## src/rtl/meas_pred_pkg.sv

```systemverilog
// Shared definitions for the measurement-domain intra predictor and its scheduler.
package meas_pred_pkg;

    typedef enum logic [1:0] {
        IDLE  = 2'd0,
        RUN   = 2'd1,
        DRAIN = 2'd2,
        DONE  = 2'd3
    } sched_state_t;

    localparam int DEF_PIC_WID_IN_BLK_LEN = 11;
    localparam int DEF_PIC_HT_IN_BLK_LEN  = 10;
    localparam int DEF_QSTEP_WID          = 3;
    localparam int DEF_N_STAGES           = 4;

endpackage

```

## src/rtl/blk_raster_cnt.sv

```systemverilog
// Raster-order block coordinate counter: X runs 0..last_x, then wraps and bumps Y.
module blk_raster_cnt #(
    parameter int X_LEN = 11,
    parameter int Y_LEN = 10
) (
    input  logic             clk,
    input  logic             arst,
    input  logic             clr,
    input  logic             adv,
    input  logic [X_LEN-1:0] last_x,
    input  logic [Y_LEN-1:0] last_y,
    output logic [X_LEN-1:0] cor_x,
    output logic [Y_LEN-1:0] cor_y,
    output logic             last_blk
);

    // Coordinate register: clear has priority; advance wraps X at last_x.
    always_ff @(posedge clk or posedge arst) begin
        if (arst) begin
            cor_x <= '0;
            cor_y <= '0;
        end else if (clr) begin
            cor_x <= '0;
            cor_y <= '0;
        end else if (adv) begin
            if (cor_x == last_x) begin
                cor_x <= '0;
                cor_y <= cor_y + Y_LEN'(1);
            end else begin
                cor_x <= cor_x + X_LEN'(1);
            end
        end
    end

    // Final block of the frame flag.
    always_comb begin
        last_blk = (cor_x == last_x) && (cor_y == last_y);
    end

endmodule

```

## src/rtl/meas_pred_sched.sv

```systemverilog
// Frame scheduler: latches frame config, walks blocks in raster order via a
// valid/ready handshake, drains the predictor pipeline, then pulses frame_done.
import meas_pred_pkg::*;

module meas_pred_sched #(
    parameter int PIC_WID_IN_BLK_LEN = DEF_PIC_WID_IN_BLK_LEN,
    parameter int PIC_HT_IN_BLK_LEN  = DEF_PIC_HT_IN_BLK_LEN,
    parameter int QSTEP_WID          = DEF_QSTEP_WID,
    parameter int N_STAGES           = DEF_N_STAGES
) (
    input  logic                          clk,
    input  logic                          arst,
    input  logic                          cfg_start,
    input  logic [PIC_WID_IN_BLK_LEN-1:0] cfg_last_x,
    input  logic [PIC_HT_IN_BLK_LEN-1:0]  cfg_last_y,
    input  logic [QSTEP_WID-1:0]          cfg_qstep,
    output logic                          busy,
    input  logic                          in_valid,
    output logic                          in_ready,
    input  logic                          out_ready,
    output logic                          en_i,
    output logic [PIC_WID_IN_BLK_LEN-1:0] cor_X,
    output logic [PIC_HT_IN_BLK_LEN-1:0]  cor_Y,
    output logic [QSTEP_WID-1:0]          Qstep,
    output logic                          last_blk,
    output logic                          frame_done
);

    localparam int DRAIN_W = (N_STAGES > 1) ? $clog2(N_STAGES) : 1;

    sched_state_t                  state_q, state_d;
    logic [PIC_WID_IN_BLK_LEN-1:0] last_x_q;
    logic [PIC_HT_IN_BLK_LEN-1:0]  last_y_q;
    logic [DRAIN_W-1:0]            drain_cnt;
    logic                          fire;
    logic                          start_ok;

    assign fire     = in_valid & in_ready;
    assign en_i     = fire;
    assign start_ok = (state_q == IDLE) & cfg_start;

    // State register.
    always_ff @(posedge clk or posedge arst) begin
        if (arst) state_q <= IDLE;
        else      state_q <= state_d;
    end

    // Next-state logic.
    always_comb begin
        state_d = state_q;
        case (state_q)
            IDLE:    if (cfg_start) state_d = RUN;
            RUN:     if (fire && last_blk) state_d = DRAIN;
            DRAIN:   if (drain_cnt == '0) state_d = DONE;
            DONE:    state_d = IDLE;
            default: state_d = IDLE;
        endcase
    end

    // State-decoded outputs; in_ready passes downstream readiness through in RUN.
    always_comb begin
        busy       = (state_q != IDLE);
        in_ready   = (state_q == RUN) & out_ready;
        frame_done = (state_q == DONE);
    end

    // Frame config latch (IDLE only) and pipeline drain counter.
    always_ff @(posedge clk or posedge arst) begin
        if (arst) begin
            last_x_q  <= '0;
            last_y_q  <= '0;
            Qstep     <= '0;
            drain_cnt <= '0;
        end else begin
            if (start_ok) begin
                last_x_q <= cfg_last_x;
                last_y_q <= cfg_last_y;
                Qstep    <= cfg_qstep;
            end
            if (state_q == RUN && fire && last_blk)
                drain_cnt <= DRAIN_W'(N_STAGES - 1);
            else if (state_q == DRAIN)
                drain_cnt <= drain_cnt - DRAIN_W'(1);
        end
    end

    blk_raster_cnt #(
        .X_LEN (PIC_WID_IN_BLK_LEN),
        .Y_LEN (PIC_HT_IN_BLK_LEN)
    ) u_raster (
        .clk      (clk),
        .arst     (arst),
        .clr      (start_ok),
        .adv      (fire & ~last_blk),
        .last_x   (last_x_q),
        .last_y   (last_y_q),
        .cor_x    (cor_X),
        .cor_y    (cor_Y),
        .last_blk (last_blk)
    );

endmodule
```

## config.mk

```make
export PLATFORM = sky130hd
export DESIGN_NAME = meas_pred_sched
export DESIGN_NICKNAME = d
export VERILOG_FILES = /design/src/rtl/meas_pred_pkg.sv /design/src/rtl/blk_raster_cnt.sv /design/src/rtl/meas_pred_sched.sv
export SDC_FILE = /design/constraint.sdc
export NUM_CORES = 1
export LEC_CHECK = 0
export ABC_CLOCK_PERIOD_IN_PS = 5500
export CORE_AREA = 2 2 72 74
export CTS_BUF_LIST = sky130_fd_sc_hd__clkbuf_4
export CTS_CLUSTER_DIAMETER = 80
export DETAILED_ROUTE_END_ITERATION = 16
export DIE_AREA = 0 0 74 76
export GPL_ROUTABILITY_DRIVEN = 0
export PLACE_DENSITY = 0.94
export SYNTH_ARGS = -nofsm -noshare
export SYNTH_HDL_FRONTEND = slang
export SYNTH_SLANG_ARGS = --single-unit
```

## constraint.sdc

```tcl
create_clock -name clk -period 5.5 [get_ports clk]
set_clock_uncertainty 0.2 [all_clocks]
set_input_delay 1.375 -clock clk [delete_from_list [all_inputs] [get_ports clk]]
set_output_delay 1.375 -clock clk [all_outputs]
set_load 0.02 [all_outputs]
```

Word-level counts from Yosys, hierarchy flattened
Cells that the tools add are included.
{ "word_totals": {"latch_bits": 0, "ram_bits": 0, "output_inout_bits": 29, "input_bits": 29, "word_cells": 47, "n_memories": 0, "romBits": 0, "register_bits": 49} }
{ "op_classes": {"mul": 0, "bitwise_logic": 5, "muxes": 12, "div": 0, "add_sub_neg": 3, "shift": 0, "n_eq_ne": 8, "reduce_logical": 12, "magnitude_cmp": 0} }
{ "ops": {"columns": ["op", "n"], "rows": [
  ["$mux 11", 3],
  ["$mux 10", 3],
  ["$add 11x1->11 const B", 1],
  ["$eq 11x11->1", 1],
  ["$add 10x1->10 const B", 1],
  ["$eq 10x10->1", 1],
  ["$mux 2", 5],
  ["$pmux 2 s4", 1],
  ["$reduce_bool 2->1", 4],
  ["$ne 2x2->1 const B", 3],
  ["$and 1x1->1", 4],
  ["$eq 2x2->1 const B", 2],
  ["$logic_and 1x1->1", 4],
  ["$logic_not 2->1", 2],
  ["$reduce_and 3->1", 1],
  ["$eq 2x1->1 const B", 1],
  ["$reduce_and 2->1", 1],
  ["$sub 2x1->2 const B", 1],
  ["$not 1->1", 1]
]} }

Depth between registers and ports, before layout
{ "depth": {"word_depth": 6, "mapped_depth": 9, "mapped_depth_nobuf": 8} }

Hierarchy
From an unflattened synthesis, not the netlist that was laid out.
{ "unflattened": {"hier_cells": 231, "hier_area_um2": 2565.0} }
{ "by_module_without_submodules": {"columns": ["module", "area_each_um2", "seq_area_each_um2", "instances", "cells_each"], "rows": [
  ["blk_raster_cnt", 1388.8, 525.5, 1, 147],
  ["meas_pred_sched", 1176.1, 700.7, 1, 84]
]} }

Worst setup path before layout
OpenSTA, ideal clock, no wires.
{ "synth_timing": {"path_type": "input to output", "startpoint": "input out_ready", "endpoint": "output en_i", "path_buffers": 1, "path_slack_ps": 1764, "arrival_ps": 2161, "stages": 4, "required_ps": 3925, "path_cell_list": "and2_1 > nand2_1 > clkbuf_1 > inv_1"} }
{ "synth_between": {"elab_chain_len": 2} }
{ "synth_rtl": {"columns": ["item", "line_no", "text"], "rows": [
  ["start: declaration", "meas_pred_sched.sv:20", "input logic out_ready,"],
  ["$and 1x1->1", "meas_pred_sched.sv:63", "in_ready = (state_q == RUN) & out_ready;"],
  ["$and 1x1->1", "meas_pred_sched.sv:38", "assign fire = in_valid & in_ready;"],
  ["end: declaration", "meas_pred_sched.sv:21", "output logic en_i,"]
]} }
No other way between the ends.

Final worst setup path
Ends and elaborated chain as after synthesis.

==> results.sh <==
export IMPL_clk_latency_ns=0.39
export IMPL_syn_nets=324
export IMPL_crit_fanout=11
export IMPL_avgViaCountPerCell=5.29
export IMPL_min_path_cells=2
export IMPL_hp_class="reg2reg"
export IMPL_grtUsageTotal_pct=22.8
export IMPL_crit_type="in2out"
export IMPL_drt_first_pass_iters=4
export IMPL_layout_drive_gt1_share_pct=5.00
export IMPL_grt_max_degree=50
export IMPL_status="completed"
export IMPL_netlist_area_leader_share_pct=47.2
export IMPL_netlist_top_cells_area="dfrtp_1, nand2_1, xor2_1"
export IMPL_cap_violations=0
export IMPL_grt_pass1_wl_um=10000
export IMPL_path_common_cell="clkdlybuf4s50_1"
export IMPL_path_clk_slew_ns=0.16
export IMPL_wl_um=5740
export IMPL_cp_depth=5
export IMPL_rows=26
export IMPL_rsz0062_at_grt="false"
export IMPL_synth_area_um2=2600
export IMPL_grt_pass1_vias=2229
export IMPL_clockRootBuffer="clkbuf_4"
export IMPL_syn_inst=287
export IMPL_timing_rr_end="u_raster.cor_y[9]"
export IMPL_max_stage_delay_ns=0.64
export IMPL_critical_path_arrival_ns=3.03
export IMPL_cp_end_kind="output pin"
export IMPL_cts_tree="yes"
export IMPL_hp_start="Qstep[1]"
export IMPL_fin_nets=376
export IMPL_slew_viol_final=0
export IMPL_post_route_util_pct=66.2
export IMPL_yosysTopAreaCell="dfrtp_1"
export IMPL_drt_iter0_drc=233
export IMPL_finalSetupViolations=0
export IMPL_ys_seq_area_share_pct=47.2
export IMPL_leakage_nw=1.51
export IMPL_slew_headroom_pct=23.5
export IMPL_numPortBuffers=57
export IMPL_ys_types=40
export IMPL_r2r_start="state_q[1]"
export IMPL_io_pins=58
export IMPL_die_h_um=76
export IMPL_r2r_slack_ns=2.53
export IMPL_start_util_pct=52.9
export IMPL_slowest_stage="clkdlybuf4s50_1"
export IMPL_cts_setup_buffers=0
export IMPL_fin_crit_sh_pct=83.8
export IMPL_clk_path_buf_depth=2
export IMPL_ys_ff_latch=49
export IMPL_hpwl_um=4120
export IMPL_vdd_ir_drop_max_mv=0.253
export IMPL_drc=0
export IMPL_crit_family="buffers and inverters"
export IMPL_core_area_um2=4910
export IMPL_vias=2169
export IMPL_antenna_cells=0
export IMPL_antenna_found_initial=0
export IMPL_whs_endpoint="Qstep[1]"
export IMPL_yosys_most_used_dff="dfrtp_1"
export IMPL_fmax_mhz=217
export IMPL_worstMarginPinSlew_ns=1.15
export IMPL_worstSetupStartpointType="primary input"
export IMPL_power_total_mw=1.22
export IMPL_path_buf_inv=3
export IMPL_syn_area_per_cell_um2=9.05
export IMPL_cts_buffers=5
export IMPL_synth_edff_count=0
export IMPL_fin_crit_ns=4.61
export IMPL_required_ns=3.92
export IMPL_cts_sinks=49
export IMPL_worstPathCellList="clkdlybuf4s50_1, and2_1, nand2_1, inv_1, clkdlybuf4s50_1"
export IMPL_cts_resized_gates=0
export IMPL_htree_num_levels=2
export IMPL_p_per_area_nw_per_um2=374
export IMPL_hold_viol=0
export IMPL_overflow=0
export IMPL_routedWlPerCell_um=14.0
export IMPL_postCtsHoldBufs=0
export IMPL_ant_nets=0
export IMPL_syn2layout_area_growth_pct=25.1
export IMPL_synthArstFlopShare_pct=100
export IMPL_fin_tns_setup_ns=0
export IMPL_startpoint="out_ready"
export IMPL_die_w_um=74
export IMPL_rr_worst_depth=8
export IMPL_ys_warn_count=0
export IMPL_die_area_um2=5620
worst max path at each step:
| stage | end | slack [ns] |
|---|---|---|
| floorplan | en_i | 1.76 |
| global placement | en_i | 0.94 |
| detailed placement | en_i | 0.90 |
| CTS | en_i | 0.88 |
| global route | en_i | 0.80 |
| finish | en_i | 0.89 |
cell type report:
class / count / area [um2]
clock buffer: 5 / 37.5
clock inverter: 3 / 25.0
fill: 385 / 1660
inverter: 8 / 30.0
multi-input combinational: 217 / 1270
sequential: 49 / 1230
tap: 70 / 87.6
timing repair buffer: 58 / 578
per-stage QoR:
stage / cells / setup slack, ns / hold WS, ns / cell area [um2]
3_3_place_gp: 402 / 0.938 / 0.267 / 3190
5_1_grt: 410 / 0.804 / 0.316 / 3250
4_1_cts: 410 / 0.881 / 0.298 / 3250
6_report: 410 / 0.893 / 0.294 / 3250
2_1_floorplan: 287 / 1.76 / 0.265 / 2600
3_5_place_dp: 402 / 0.896 / 0.263 / 3190
sequential cells by signal (all words and copies together), names as in the netlist:
register / count
Qstep: 3
drain_cnt: 2
last_x_q: 11
last_y_q: 10
state_q: 2
u_raster.cor_x: 11
u_raster.cor_y: 10
report_power, final:
part,internal [mW],switching [mW]
Combinational,0.226,0.250
Sequential,0.467,0.0930
Clock,0.0532,0.128
Total,0.746,0.471
synth_stat cells (all sizes together) (3+ instances only):
library cell	instances
or4	3
or3	6
nand2	88
clkbuf	7
xnor2	14
ha	8
xor2	16
o211ai	3
nor2	14
nand4	5
nor3	3
nand3	13
nor4	4
inv	8
dfrtp	49
a21oi	8
o21ai	8
buf	6
per-layer routing:
layer / global-route usage [%] / vias up / share of wire [%]
li1: - / 1057 / -
met1: 29.9 / 1021 / 42
met2: 36.3 / 78 / 49
met3: 4.23 / 13 / 6.3
met4: 10.2 / 0 / 2.3
met5: 0 / - / 0
worst min-delay path, cell delays in order (launching register included):
cell,delay (ns)
dfrtp_1,0.38
nand2_1,0.05
nand2_1,0.05
layout by cell type (no fill, tap or decap), types with 3 or more instances in the layout:
cell type        instances
dfrtp_1                 49
nand4_1                  5
clkdlybuf4s50_1         57
nand3_1                 13
nand2_1                 88
clkbuf_4                 5
nor2_1                  14
o21ai_0                  8
ha_1                     8
xnor2_1                 12
nor4_1                   4
a21oi_1                  8
inv_1                    7
xor2_1                  16
o211ai_1                 3
nor3_1                   3
or4_1                    3
or3_1                    5
logic make-up (layout without fill, tap and decap cells):
group | after synthesis | after routing | share of synthesized area (%)
xor gates and xnor gates | 30 | 30 | 10.7
and+or+nand+nor | 145 | 145 | 25.2
adders and majority gates | 8 | 8 | 3.85
buffers and inverters | 21 | 74 | 4.09
DFF | 49 | 49 | 47.2
AOI/OAI and AO/OA | 30 | 30 | 7.32
muxes | 4 | 4 | 1.64
No activity file was read; power rests on OpenSTA's default activity.
==> RTL edit 1 (same flow settings) <==
`DEF_PIC_HT_IN_BLK_LEN`: 10 -> 5.
--- a/src/rtl/meas_pred_pkg.sv
+++ b/src/rtl/meas_pred_pkg.sv
@@ -9,7 +9,7 @@
     } sched_state_t;
 
     localparam int DEF_PIC_WID_IN_BLK_LEN = 11;
-    localparam int DEF_PIC_HT_IN_BLK_LEN  = 10;
+    localparam int DEF_PIC_HT_IN_BLK_LEN  = 5;
     localparam int DEF_QSTEP_WID          = 3;
     localparam int DEF_N_STAGES           = 4;
 
Ports: changed (resized cfg_last_y and cor_Y); port bits go from 58 to 48. No check against the original RTL was run, so the function may have changed too.
==> RTL edit 1 against the unedited design <==
Non-clock buffer count down 10. Worst setup slack better by 0.094 ns. Fmax up 2.1%. Power down 15%. Synthesized area down 20%. Sequential power down 21%. Sequential cell count down 10. Design area down 18%. Routed wire length down 23%. Critical endpoint unchanged.
==> RTL edit 1: results (changes against the unedited design) <==
* Met1 usage at 21.7% (-8.1 points)
* Vias at 1678 (-23%)
* Hold Path Sink: Qstep[1]
* Net Switching at 406 µW (-14%)
* Layout Cells excl Fill at 351 (-14%)
* Most used DFF post-synth: dfrtp_1
* Synth top area cells: dfrtp_1, nand2_1, xnor2_1
* Status: finished clean
* Resized Gates After CTS at 0 (unchanged)
* Skew-Pair Late Insertion Delay at 0.34 ns (-0.05 ns)
* Share of layout cells above drive strength 1 at 6.41% (+1.4 points)
* Largest net degree at the start of global routing at 40 (-20%)
* Final worst slack at 0.987 ns (+0.0945 ns)
* Critical Path Fanout Max at 7 (-4)
* Syn Nets at 266 (-18%)
* Post-synth ARST share at 100% (unchanged)
* 1st-iter DRT viols at 138 (-41%)
* Worst Reg-to-Reg Cells at 6 (-2)
* DR WL/cell at 12.6 µm (-10%)
* Switching Share at 39.4% (+0.70 points)
* First-pass GRT wire length at 7.61 mm (-24%)
* Final HPWL DP at 3.38 mm (-18%)
* M2 GR Usage at 27.2% (-9.0 points)
* Synth cell count leaders: nand2_1, dfrtp_1, nor2_1
* Synth warn at 0 (unchanged)
* Initial antenna violation count at 0 (unchanged)
* Inst Count DP at 343 (-15%)
* Post-Synth Adder-Cell Area at 4.80% (+0.95 points)
* Mux share of post-synthesis cell area at 0.541% (-1.1 points)
* Part of the power in registers at 43.0% (-3.0 points)
* Register area share after synthesis at 46.8% (-0.34 points)
* M3 GR Usage at 5.56% (+1.3 points)
* Yosys cell types at 37 (-7.5%)
* Max VDD drop at 0.000173 V (-32%)
* Worst EP arrival at 2.94 ns (-0.09 ns)
* Regs by FF count: last_x_q x11, u_raster.cor_x x11
* Worst-path clk slew at 0.11 ns (-0.05 ns)
* Global Route Usage Sum at 17.4% (-5.4 points)
* Slew @ Worst Pin at 0.971 ns (-0.176 ns)
* Synthesized instance count at 234 (-18%)
* Place WS at 0.985 ns (+0.0882 ns)
* Worst Hold Class: flip-flop to flip-flop
* Nets at 312 (-17%)
* Leakage Power at 0.00123 µW (-19%)
* Hold WS at 0.296 ns (+0.00149 ns)
* Critical R2R Capture: state_q[1]
* Post-synthesis xor/xnor area fraction at 11.7% (+1.0 points)
* Reg-to-reg slack, setup at 2.89 ns (+0.36 ns)
* Layout filler cell count at 456 (+18%)
* Reg-to-Reg Start: u_raster.cor_x[1]
* Combinational fraction of design power at 43.4% (+4.3 points)
* IO buf count at 47 (-18%)
* Synth Area in Compound Gates at 6.37% (-0.95 points)
* DP Area at 2610 µm² (-18%)
-- RTL edit 1: cell count changes after synthesis, moves of 3 or more --
cell     before  now
nand2_1      88   75
dfrtp_1      49   39
nand3_1      13    7
a21oi_1       8    4
nor2_1       14   17
nor4_1        4    1
or2_2         1    4
or3_1         5    2
xor2_1       16   13
-- RTL edit 1: final cells by class --
type	count	area, µm²	area share [%]
multi-input combinational	177	1030	38.8
sequential	39	976	36.7
timing repair buffer	48	478	18.0
tap	70	87.6	3.29
clock buffer	6	45.0	1.69
inverter	9	33.8	1.27
clock inverter	2	7.51	0.282
-- RTL edit 1: layer usage --
layer / share of wire (%) / vias to the layer above
li1: - / 846
met1: 45 / 774
met2: 48 / 52
met3: 5.4 / 6
met4: 1.4 / 0
met5: 0 / -
-- RTL edit 1: worst max-delay path, cell delays in order --
cell and delay [ns]:
clkdlybuf4s50_1 0.45, and2_2 0.14, nand2_1 0.13, inv_1 0.20, clkdlybuf4s50_1 0.64
==> RTL edit 2 (config.mk and constraints unchanged) <==
Made on the original files. Encoding of `sched_state_t`: now Gray code (2 bits for 4 states).
--- a/src/rtl/meas_pred_pkg.sv
+++ b/src/rtl/meas_pred_pkg.sv
@@ -2,10 +2,10 @@
 package meas_pred_pkg;
 
     typedef enum logic [1:0] {
-        IDLE  = 2'd0,
-        RUN   = 2'd1,
-        DRAIN = 2'd2,
-        DONE  = 2'd3
+        IDLE  = 2'b00,
+        RUN   = 2'b01,
+        DRAIN = 2'b11,
+        DONE  = 2'b10
     } sched_state_t;
 
     localparam int DEF_PIC_WID_IN_BLK_LEN = 11;
Formal check against the unedited RTL: no difference found for any inputs over 4 cycles, from zero or initial values and one cycle with arst high; so few cycles prove little.
==> RTL edit 2 against the unedited design <==
Worst setup slack better by 0.037 ns. Critical path depth is 1 lower. Critical path type unchanged. Highest routed layer unchanged. Die area stayed put. Synthesized cell count is 1.0% lower. Count of clock-buffer cells in the layout stayed put. Design area is 1.7% lower. Routed wire length is 2.2% lower. Synthesized area is 2.4% lower. Sequential cell count stayed put.
Power is not compared: it rests on default switching activity, and its combinational part moved more than twofold at a synthesized area within 25%.
==> RTL edit 2: results (changes against the unedited design) <==
* Status: finished clean
* Sequential cell area share at 38.4% (+0.65 points)
* Most used DFF post-synth: dfrtp_1
* Setup_tns at 0 ns (unchanged)
* Initial antenna violation count at 0 (unchanged)
* Slew headroom at 33.9% (+10 points)
* Max VDD drop at 0.000123 V
* Post-synth ARST share at 100% (unchanged)
* Reg-to-reg slack, setup at 2.83 ns (+0.30 ns)
* Post-Synth Adder-Cell Area at 1.48% (-2.4 points)
* Synth top area cells: dfrtp_1, nand2_1, xor2_1
* Final HPWL DP at 4.03 mm (-2.3%)
* Final sequential cell count at 49 (unchanged)
* Layout filler cell count at 415 (+7.8%)
* Tot Pwr at between 800 and 900 µW
* Share of layout cells above drive strength 1 at 5.62% (+0.62 points)
* Yosys cell types at 44 (+10%)
* Global Route Usage Sum at 20.6% (-2.1 points)
* Routed WL at 5.61 mm (-2.2%)
* Critical Path Fanout Max at 10 (-1)
* Seq pwr at roughly 450 µW
* Syn Nets at 316 (-2.5%)
* Synth Area in Compound Gates at 9.13% (+1.8 points)
* CP max stage delay at 0.64 ns (about the same)
* Nets at 369 (-1.9%)
* Register area share after synthesis at 48.3% (+1.2 points)
* First-pass DRT Iterations at 4 (unchanged)
* Mux share of post-synthesis cell area at 0.395% (-1.2 points)
* Worst Hold Class: flip-flop to flip-flop
* Via/cell ratio at 5.35 (+1.2%)
* Critical R2R Capture: u_raster.cor_y[1]
* Switching Share at between 30% and 40%
* ANT cells at 0 (unchanged)
* Reg-to-Reg Start: u_raster.cor_y[0]
* Worst Reg-to-Reg Cells at 6 (-2)
* Worst-path clk slew at 0.13 ns (-0.03 ns)
* Synth warn at 0 (unchanged)
* Invs w/o clock at 7 (-1)
* First-pass GRT wire length at 9.11 mm (-9.0%)
* Multi-input gates at 215 (-0.92%)
* Top delay family on crit path: buffers and inverters
* # Post-CTS Setup Buffers at 0 (unchanged)
* Worst EP arrival at 3.00 ns (-0.03 ns)
* Synth cell count leaders: nand2_1, dfrtp_1, nor2_1
* Multi-input combinational area share at 38.2% (-0.78 points)
* Skew-Pair Late Insertion Delay at 0.37 ns (-0.02 ns)
* CTS H-Tree Depth at 2 (unchanged)
* Non-clk bufs at 59 (+1.7%)
* 1st-iter DRT viols at 222 (-4.7%)
* Clock buf/inv share at 1.57% (-0.36 points)
* Number of global-route vias before repair at 2103 (-5.7%)
* Buffering overhead at 18.3% (+0.54 points)
* Slowest-stage cell, CP: clkdlybuf4s50_1
* Largest net degree at the start of global routing at 50 (unchanged)
* Worst setup startpoint: out_ready
* Post-synthesis xor/xnor area fraction at 10.3% (-0.43 points)
[RTL edit 2: cell count changes after synthesis, sizes merged, moves of 3 or more]
cell | unedited run | this run
a21oi | 8 | 5
ha | 8 | 3
nand2 | 88 | 95
nand3 | 13 | 10
nor2 | 14 | 20
o21ai | 8 | 11
[RTL edit 2: layer usage]
layer | global-route usage [%] | wire length (µm) | vias to the layer above | share of wire, %
met3 | 4.76 | 321 | 12 | 5.7
li1 | - | - | 1055 | -
met2 | 34.0 | 2840 | 80 | 51
met1 | 25.5 | 2320 | 1037 | 41
met4 | 8.73 | 127 | 0 | 2.3
met5 | 0 | 0 | - | 0
[RTL edit 2: worst min-delay path by stage]
stage	startpoint	slack, ns	depth (start not counted)	endpoint
2_1_floorplan	last_y_q[0]	0.27	2	last_y_q[0]
3_3_place_gp	Qstep[0]	0.26	2	Qstep[0]
3_5_place_dp	Qstep[2]	0.28	2	Qstep[2]
4_1_cts	Qstep[2]	0.31	2	Qstep[2]
5_1_grt	Qstep[1]	0.34	2	Qstep[1]
6_report	Qstep[2]	0.30	2	Qstep[2]
[RTL edit 2: through the flow]
stage / instance area [µm²] / setup WS (ns) / cells
floorplan: 2540 / 2.10 / 284
global placement: 3150 / 0.976 / 400
detailed placement: 3150 / 0.954 / 400
CTS: 3200 / 0.944 / 408
global route: 3200 / 0.752 / 408
finish: 3200 / 0.929 / 408
[RTL edit 2: kinds of logic (layout without fill, tap and decap cells)]
| logic type | Yosys count | in the layout |
|---|---|---|
| AOI/OAI and AO/OA | 34 | 34 |
| xor gates and xnor gates | 28 | 28 |
| adders and majority gates | 3 | 3 |
| muxes | 1 | 1 |
| buffers and inverters | 20 | 74 |
| and+or+nand+nor | 149 | 149 |
| DFF | 49 | 49 |
